===== src/rtl/seg7_scan_display_if.sv =====
// Display-side bundle for seg7_scan_display: value/load request, busy status,
// per-digit masks, and the active-low anode/cathode/dp pins.
// master = application side (drives value/masks), slave = the display driver.
interface seg7_scan_display_if #(
    parameter int N_DIGITS = 8,
    parameter int VAL_W    = 27
);
    logic [VAL_W-1:0]    value;       // binary value to display
    logic                load;        // capture strobe, honoured only when busy=0
    logic                busy;        // conversion in progress
    logic [N_DIGITS-1:0] dp_mask;     // 1 = light decimal point of digit i
    logic [N_DIGITS-1:0] blink_mask;  // 1 = digit i blinks while blink_ena=1
    logic                blink_ena;   // global blink enable
    logic [N_DIGITS-1:0] anode;       // active-low digit select
    logic [6:0]          cathode;     // active-low segments {g,f,e,d,c,b,a}
    logic                dp;          // active-low decimal point

    modport master (
        output value, load, dp_mask, blink_mask, blink_ena,
        input  busy, anode, cathode, dp
    );

    modport slave (
        input  value, load, dp_mask, blink_mask, blink_ena,
        output busy, anode, cathode, dp
    );
endinterface


===== src/rtl/seg7_scan_display.sv =====
// Multiplexed 7-segment driver: sequential binary->BCD (shift-add-3) plus digit scan.
// Latency: load -> display register VAL_W+1 cycles; pins update on each scan tick.
// Backpressure: load is ignored while busy=1 (value not re-sampled).
//
// Ports:
//   clk   - system clock
//   rst   - asynchronous active-high reset
//   bus   - slave side of seg7_scan_display_if (value/load/busy, masks, anode/cathode/dp)
module seg7_scan_display #(
    parameter int N_DIGITS  = 8,
    parameter int VAL_W     = 27,
    parameter int SCAN_DIV  = 125000,
    parameter int BLINK_DIV = 400,
    parameter bit LZ_BLANK  = 1'b1
) (
    input  logic               clk,
    input  logic               rst,
    seg7_scan_display_if.slave bus
);
    localparam int BCD_W = 4 * N_DIGITS;
    localparam int PW    = (SCAN_DIV  > 1) ? $clog2(SCAN_DIV)  : 1;
    localparam int BW    = (BLINK_DIV > 1) ? $clog2(BLINK_DIV) : 1;
    localparam int IW    = (N_DIGITS  > 1) ? $clog2(N_DIGITS)  : 1;
    localparam int SW    = $clog2(VAL_W + 1);

    localparam logic [6:0] SEG_BLANK = 7'h7F;

    // ------------------------------------------------------------------
    // Conversion FSM
    // ------------------------------------------------------------------
    typedef enum logic {
        ST_IDLE = 1'b0,
        ST_CONV = 1'b1
    } state_t;

    state_t           r_state;
    state_t           w_state_nxt;

    logic [VAL_W-1:0] r_bin;        // binary shift register, MSB shifted out first
    logic [BCD_W-1:0] r_bcd_work;   // BCD accumulator during conversion
    logic [BCD_W-1:0] r_bcd_disp;   // BCD shown on the display, updated atomically
    logic [SW-1:0]    r_step;       // shift steps done so far
    logic [BCD_W-1:0] w_bcd_adj;
    logic [BCD_W-1:0] w_bcd_step;
    logic             w_copy;

    // After VAL_W shifts the accumulator is complete; one more CONV cycle
    // copies it into the display register, so busy lasts VAL_W+1 cycles.
    assign w_copy = (r_step == SW'(VAL_W));

    always_ff @(posedge clk or posedge rst) begin
        if (rst) begin
            r_state <= ST_IDLE;
        end else begin
            r_state <= w_state_nxt;
        end
    end

    always_comb begin
        w_state_nxt = r_state;
        case (r_state)
            ST_IDLE: if (bus.load) w_state_nxt = ST_CONV;
            ST_CONV: if (w_copy)   w_state_nxt = ST_IDLE;
            default:               w_state_nxt = ST_IDLE;
        endcase
    end

    assign bus.busy = (r_state == ST_CONV);

    // Add-3 correction on every digit >= 5 before the shift. Digits above
    // N_DIGITS are simply never stored: lower digits never depend on higher
    // ones, so the result is the value modulo 10^N_DIGITS.
    always_comb begin
        w_bcd_adj = r_bcd_work;
        for (int d = 0; d < N_DIGITS; d++) begin
            if (r_bcd_work[4*d +: 4] >= 4'd5) begin
                w_bcd_adj[4*d +: 4] = r_bcd_work[4*d +: 4] + 4'd3;
            end
        end
    end

    assign w_bcd_step = {w_bcd_adj[BCD_W-2:0], r_bin[VAL_W-1]};

    always_ff @(posedge clk or posedge rst) begin
        if (rst) begin
            r_bin      <= '0;
            r_bcd_work <= '0;
            r_bcd_disp <= '0;
            r_step     <= '0;
        end else begin
            case (r_state)
                ST_IDLE: begin
                    if (bus.load) begin
                        r_bin      <= bus.value;
                        r_bcd_work <= '0;
                        r_step     <= '0;
                    end
                end
                ST_CONV: begin
                    if (w_copy) begin
                        r_bcd_disp <= r_bcd_work;
                    end else begin
                        r_bcd_work <= w_bcd_step;
                        r_bin      <= r_bin << 1;
                        r_step     <= r_step + SW'(1);
                    end
                end
                default: ;
            endcase
        end
    end

    // ------------------------------------------------------------------
    // Scan prescaler and digit index
    // ------------------------------------------------------------------
    logic [PW-1:0] r_presc;
    logic [IW-1:0] r_idx;
    logic          w_tick;

    assign w_tick = (r_presc == PW'(SCAN_DIV - 1));

    always_ff @(posedge clk or posedge rst) begin
        if (rst) begin
            r_presc <= '0;
            r_idx   <= '0;
        end else if (w_tick) begin
            r_presc <= '0;
            r_idx   <= (r_idx == IW'(N_DIGITS - 1)) ? '0 : r_idx + IW'(1);
        end else begin
            r_presc <= r_presc + PW'(1);
        end
    end

    // ------------------------------------------------------------------
    // Blink phase: counts scan ticks; r_blink_off=1 is the dark half-period
    // ------------------------------------------------------------------
    logic [BW-1:0] r_blink_cnt;
    logic          r_blink_off;

    always_ff @(posedge clk or posedge rst) begin
        if (rst) begin
            r_blink_cnt <= '0;
            r_blink_off <= 1'b0;
        end else if (!bus.blink_ena) begin
            r_blink_cnt <= '0;
            r_blink_off <= 1'b0;
        end else if (w_tick) begin
            if (r_blink_cnt == BW'(BLINK_DIV - 1)) begin
                r_blink_cnt <= '0;
                r_blink_off <= ~r_blink_off;
            end else begin
                r_blink_cnt <= r_blink_cnt + BW'(1);
            end
        end
    end

    // ------------------------------------------------------------------
    // Per-slot selection, leading-zero detection and segment decode
    // ------------------------------------------------------------------
    logic [N_DIGITS-1:0] w_lz_blank;   // digit d and everything above it is zero
    logic                w_nz_acc;
    logic [3:0]          w_digit;
    logic                w_dp_on;
    logic                w_blink_sel;
    logic                w_lz_sel;
    logic [6:0]          w_seg;
    logic                w_hide;

    // Scan from the top digit down, remembering whether a non-zero digit
    // has been seen; digit 0 is never blanked.
    always_comb begin
        w_lz_blank = '0;
        w_nz_acc   = 1'b0;
        for (int d = N_DIGITS - 1; d >= 0; d--) begin
            w_nz_acc      = w_nz_acc | (r_bcd_disp[4*d +: 4] != 4'd0);
            w_lz_blank[d] = ~w_nz_acc & (d != 0);
        end
    end

    always_comb begin
        w_digit     = 4'd0;
        w_dp_on     = 1'b0;
        w_blink_sel = 1'b0;
        w_lz_sel    = 1'b0;
        for (int d = 0; d < N_DIGITS; d++) begin
            if (r_idx == IW'(d)) begin
                w_digit     = r_bcd_disp[4*d +: 4];
                w_dp_on     = bus.dp_mask[d];
                w_blink_sel = bus.blink_mask[d];
                w_lz_sel    = w_lz_blank[d];
            end
        end
    end

    function automatic logic [6:0] seg_decode(input logic [3:0] bcd);
        case (bcd)
            4'd0:    return 7'b1000000;
            4'd1:    return 7'b1111001;
            4'd2:    return 7'b0100100;
            4'd3:    return 7'b0110000;
            4'd4:    return 7'b0011001;
            4'd5:    return 7'b0010010;
            4'd6:    return 7'b0000010;
            4'd7:    return 7'b1111000;
            4'd8:    return 7'b0000000;
            4'd9:    return 7'b0010000;
            default: return SEG_BLANK;   // 10..15 cannot occur; show nothing
        endcase
    endfunction

    always_comb begin
        w_seg = seg_decode(w_digit);
        if (LZ_BLANK && w_lz_sel) begin
            w_seg = SEG_BLANK;
        end
    end

    // Blinking hides both segments and dp; leading-zero blanking leaves dp alone.
    assign w_hide = r_blink_off & w_blink_sel;

    // ------------------------------------------------------------------
    // Registered pin outputs, refreshed only on a scan tick. A display
    // register update on the same edge is seen from the next tick onward.
    // ------------------------------------------------------------------
    logic [N_DIGITS-1:0] r_anode;
    logic [6:0]          r_cathode;
    logic                r_dp;

    always_ff @(posedge clk or posedge rst) begin
        if (rst) begin
            r_anode   <= '1;
            r_cathode <= SEG_BLANK;
            r_dp      <= 1'b1;
        end else if (w_tick) begin
            r_anode   <= ~(N_DIGITS'(1) << r_idx);
            r_cathode <= w_hide ? SEG_BLANK : w_seg;
            r_dp      <= w_hide ? 1'b1 : ~w_dp_on;
        end
    end

    assign bus.anode   = r_anode;
    assign bus.cathode = r_cathode;
    assign bus.dp      = r_dp;

endmodule


===== src/flat_wrapper.sv =====
// flat-port wrapper written by rule: the top's interface ports become plain ports
module seg7_scan_display_flat 
#(
    parameter int N_DIGITS  = 8,
    parameter int VAL_W     = 27,
    parameter int SCAN_DIV  = 125000,
    parameter int BLINK_DIV = 400,
    parameter bit LZ_BLANK  = 1'b1
)
  (clk, rst, bus_value, bus_load, bus_dp_mask, bus_blink_mask, bus_blink_ena, bus_busy, bus_anode, bus_cathode, bus_dp);
  seg7_scan_display_if #(.N_DIGITS(N_DIGITS), .VAL_W(VAL_W)) bus_i ();
  input  logic clk;
  input  logic rst;
  input wire logic [$bits(bus_i.value)-1:0] bus_value;
  input wire logic [$bits(bus_i.load)-1:0] bus_load;
  input wire logic [$bits(bus_i.dp_mask)-1:0] bus_dp_mask;
  input wire logic [$bits(bus_i.blink_mask)-1:0] bus_blink_mask;
  input wire logic [$bits(bus_i.blink_ena)-1:0] bus_blink_ena;
  output wire logic [$bits(bus_i.busy)-1:0] bus_busy;
  output wire logic [$bits(bus_i.anode)-1:0] bus_anode;
  output wire logic [$bits(bus_i.cathode)-1:0] bus_cathode;
  output wire logic [$bits(bus_i.dp)-1:0] bus_dp;
  assign bus_i.value = bus_value;
  assign bus_i.load = bus_load;
  assign bus_i.dp_mask = bus_dp_mask;
  assign bus_i.blink_mask = bus_blink_mask;
  assign bus_i.blink_ena = bus_blink_ena;
  assign bus_busy = bus_i.busy;
  assign bus_anode = bus_i.anode;
  assign bus_cathode = bus_i.cathode;
  assign bus_dp = bus_i.dp;
  seg7_scan_display #(.N_DIGITS(N_DIGITS), .VAL_W(VAL_W), .SCAN_DIV(SCAN_DIV), .BLINK_DIV(BLINK_DIV), .LZ_BLANK(LZ_BLANK)) u_core (.clk(clk), .rst(rst), .bus(bus_i));
endmodule

===== config.mk =====
export PLATFORM = sky130hd
export DESIGN_NAME = seg7_scan_display_flat
export DESIGN_NICKNAME = d
export VERILOG_FILES = /design/src/rtl/seg7_scan_display_if.sv /design/src/rtl/seg7_scan_display.sv /design/src/flat_wrapper.sv
export SDC_FILE = /design/constraint.sdc
export NUM_CORES = 1
export LEC_CHECK = 0
export ABC_AREA = 1
export CORE_UTILIZATION = 30
export DETAILED_ROUTE_END_ITERATION = 12
export HOLD_SLACK_MARGIN = 0.1
export PLACE_DENSITY = 0.57
export SETUP_SLACK_MARGIN = 0.4
export SLEW_MARGIN = 20
export SYNTH_ARGS = -nofsm -noshare
export SYNTH_HDL_FRONTEND = slang
export SYNTH_SLANG_ARGS = --single-unit

===== constraint.sdc =====
create_clock -name clk -period 5.2 [get_ports clk]
set_clock_uncertainty 0.1 [all_clocks]
set_input_delay 1.04 -clock clk [delete_from_list [all_inputs] [get_ports clk]]
set_output_delay 1.04 -clock clk [all_outputs]
set_load 0.02 [all_outputs]

==> reports/results.ini <==
[outcome]
outcome=complete, no violations

[flow_run]
max_cap_violations=0

[placement]
routabilityCongestion=0.834
io_buffer_count=63
dpl.cell_count=1335
place_hpwl_um=12200

[timing]
tightest_slew_ns=0.870
hold_viol=0
drv_slew=0
slew_headroom=0.419
fin_crit_sh=0.565
fmax_mhz=341
rsz0062_at_grt=no
final.setup.tns_ns=0
finalCriticalPeriod_ns=2.94
setup_viol=0

[critical_path]
criticalPathCategory=reg -> out
crit_buf_inv=2
critPathCaptureType=primary output
crit_family=buffers and inverters
max_stage_delay_ns=0.67
worst-path-max-fanout=31
cp.required_ns=4.06
path_cells=buf_4 > clkdlybuf4s50_1
start_kind=flip-flop
cp_slowest_cell=clkdlybuf4s50_1
arrival_ns=1.80

[finish]
area_growth_pct=20.6
drive_gt1_frac=0.0964
diodes=0
final_common_cell=nand2_1
layout.cells.most_common_list=nand2_1 (251), dfrtp_1 (127), inv_1 (108)
fin_util=0.369
fillers=2630
finalNetCount=1101
stdcell_count=1367

[detailed_routing]
firstDrtPassIters=6
drc_errors=0
via_per_inst=4.65
wire_per_inst_um=12.6
wl_um=17200
ant_nets=0
vias=6356
drt_iter0_markers=324

[pwr]
cellPowerDensity_nw_per_um2=496
p_leak_nw=4.36
ir_drop_uv=218
p_total_mw=4.61

[floorplan]
die_h_um=162
core-area_sq_um=25200
io-pin-count=64
start_util=0.306
num_rows=58
die_area_sq_um=26300
die_w_um=162

[grt]
grt_pass1_wl_um=30000
overflow=0
grt_max_degree=72
track_usage=0.141
first_global_vias=5939
grt_antenna_before_repair=0

[clock_network]
cts_tree=done
clock_path_buffers=2
post_cts_buffers=0
numCtsBuffers=17
cts.sinks=143
clock_latency_ns=0.43
cts_htree_levels=4
cts-root-buf=clkbuf_16
hold_buffers=0
cts_resized=0
clk_pin_slew_ns=0.07

[yosys]
syn_inst=968
synth_ff_type=dfrtp_1
yosysSeqAreaShare=0.467
yosysTopAreaCell=dfrtp_1
synth_seq_cells=143
syn_nets=1045
synth_area_per_cell_sq_um=7.95
synth.distinct_cells=50
syn_area_sq_um=7700
async_flop_share=1.00
ys_warn_count=0
synth_edf_count=0
synth_area_leaders=dfrtp_1 (41%), nand2_1 (12%), o21ai_0 (5.8%)
netlist.area_leader.share=0.413

[worst_hold_path]
hp-class=reg -> reg

[sequential cells by signal, summed over array words and instances (netlist names)]
register / count
u_core.r_bcd_disp: 32
u_core.r_bcd_work: 32
u_core.r_bin: 27
u_core.r_presc: 17
u_core.r_blink_cnt: 9
u_core.bus.anode: 8
u_core.bus.cathode: 7
u_core.r_step: 5
u_core.r_idx: 3
u_core.bus.busy: 1
u_core.bus.dp: 1
u_core.r_blink_off: 1
[power by group]
group          total (mW)  internal, mW  switching (mW)
clock                1.32         0.777           0.540
sequential           1.71          1.49           0.226
combinational        1.58         0.614           0.962
[metrics by stage]
step                      setup WS [ns]  area (sq um)  hold WS [ns]
after global routing               2.02          9290         0.382
after floorplan                    2.28          7700         0.331
after global placement             2.15          8660         0.356
after CTS                          2.24          9290         0.367
final                              2.26          9290         0.369
after detailed placement           2.11          8660         0.359
[cell type report]
class / count / area, sq um / share of cell area
Inverter: 120 / 465 / 0.0501
Sequential cell: 143 / 3600 / 0.387
Timing Repair Buffer: 68 / 681 / 0.0733
Clock inverter: 14 / 194 / 0.0209
Clock buffer: 18 / 429 / 0.0462
Multi-Input combinational cell: 674 / 3510 / 0.378
Tap cell: 330 / 413 / 0.0445
[per-layer routing]
metal	share of wire	track usage	vias to the layer above	routed length [um]
met5	0	0	-	0
met4	0.012	0.0433	0	214
met3	0.034	0.0278	14	583
met2	0.43	0.207	104	7420
met1	0.52	0.208	2963	9010
li1	-	-	3275	-
[worst min-delay path, delay by kind of cell, from the launching register on]
kind | cells | cell delay, ns
AND/OR/NAND/NOR | 2 | 0.10
flip-flops | 1 | 0.37
[path summary, 6_finish.rpt]
check / cells past startpoint / slack (ns) / to / start
hold / removal: 2 / 0.37 / u_core.bus.cathode[5]$_DFFE_PP1N_ / u_core.bus.cathode[5]$_DFFE_PP1N_
min in group asynchronous: 2 / 1.04 / u_core.r_bcd_work[11]$_DFFE_PP0P_ / rst
setup reg to reg: 8 / 2.37 / u_core.r_bcd_work[24]$_DFFE_PP0P_ / u_core.bus.busy$_DFF_PP0_
hold reg to reg: 2 / 0.37 / u_core.bus.cathode[5]$_DFFE_PP1N_ / u_core.bus.cathode[5]$_DFFE_PP1N_
max in group asynchronous: 3 / 2.99 / u_core.bus.cathode[4]$_DFFE_PP1N_ / rst
setup / recovery: 2 / 2.26 / bus_busy / u_core.bus.busy$_DFF_PP0_
[synthesized netlist by cell type, drive strengths merged, types with 13 or more instances]
master / instances
xor2: 14
o21ai: 95
a31oi: 29
dfrtp: 127
nand3: 47
inv: 119
nand2: 261
nand4: 13
o22ai: 19
a21oi: 22
nor2: 99
dfstp: 16
clkbuf: 23
ha: 30
nor3: 14
[kinds of logic after synthesis]
group / Yosys count / share of synthesized area
adders and majority gates: 30 / 0.0487
and+or+nand+nor: 450 / 0.254
DFF: 143 / 0.467
buffers and inverters: 151 / 0.0783
AOI/OAI and AO/OA: 179 / 0.134
xor gates and xnor gates: 15 / 0.0171
Power figures use the tool's default switching activity.
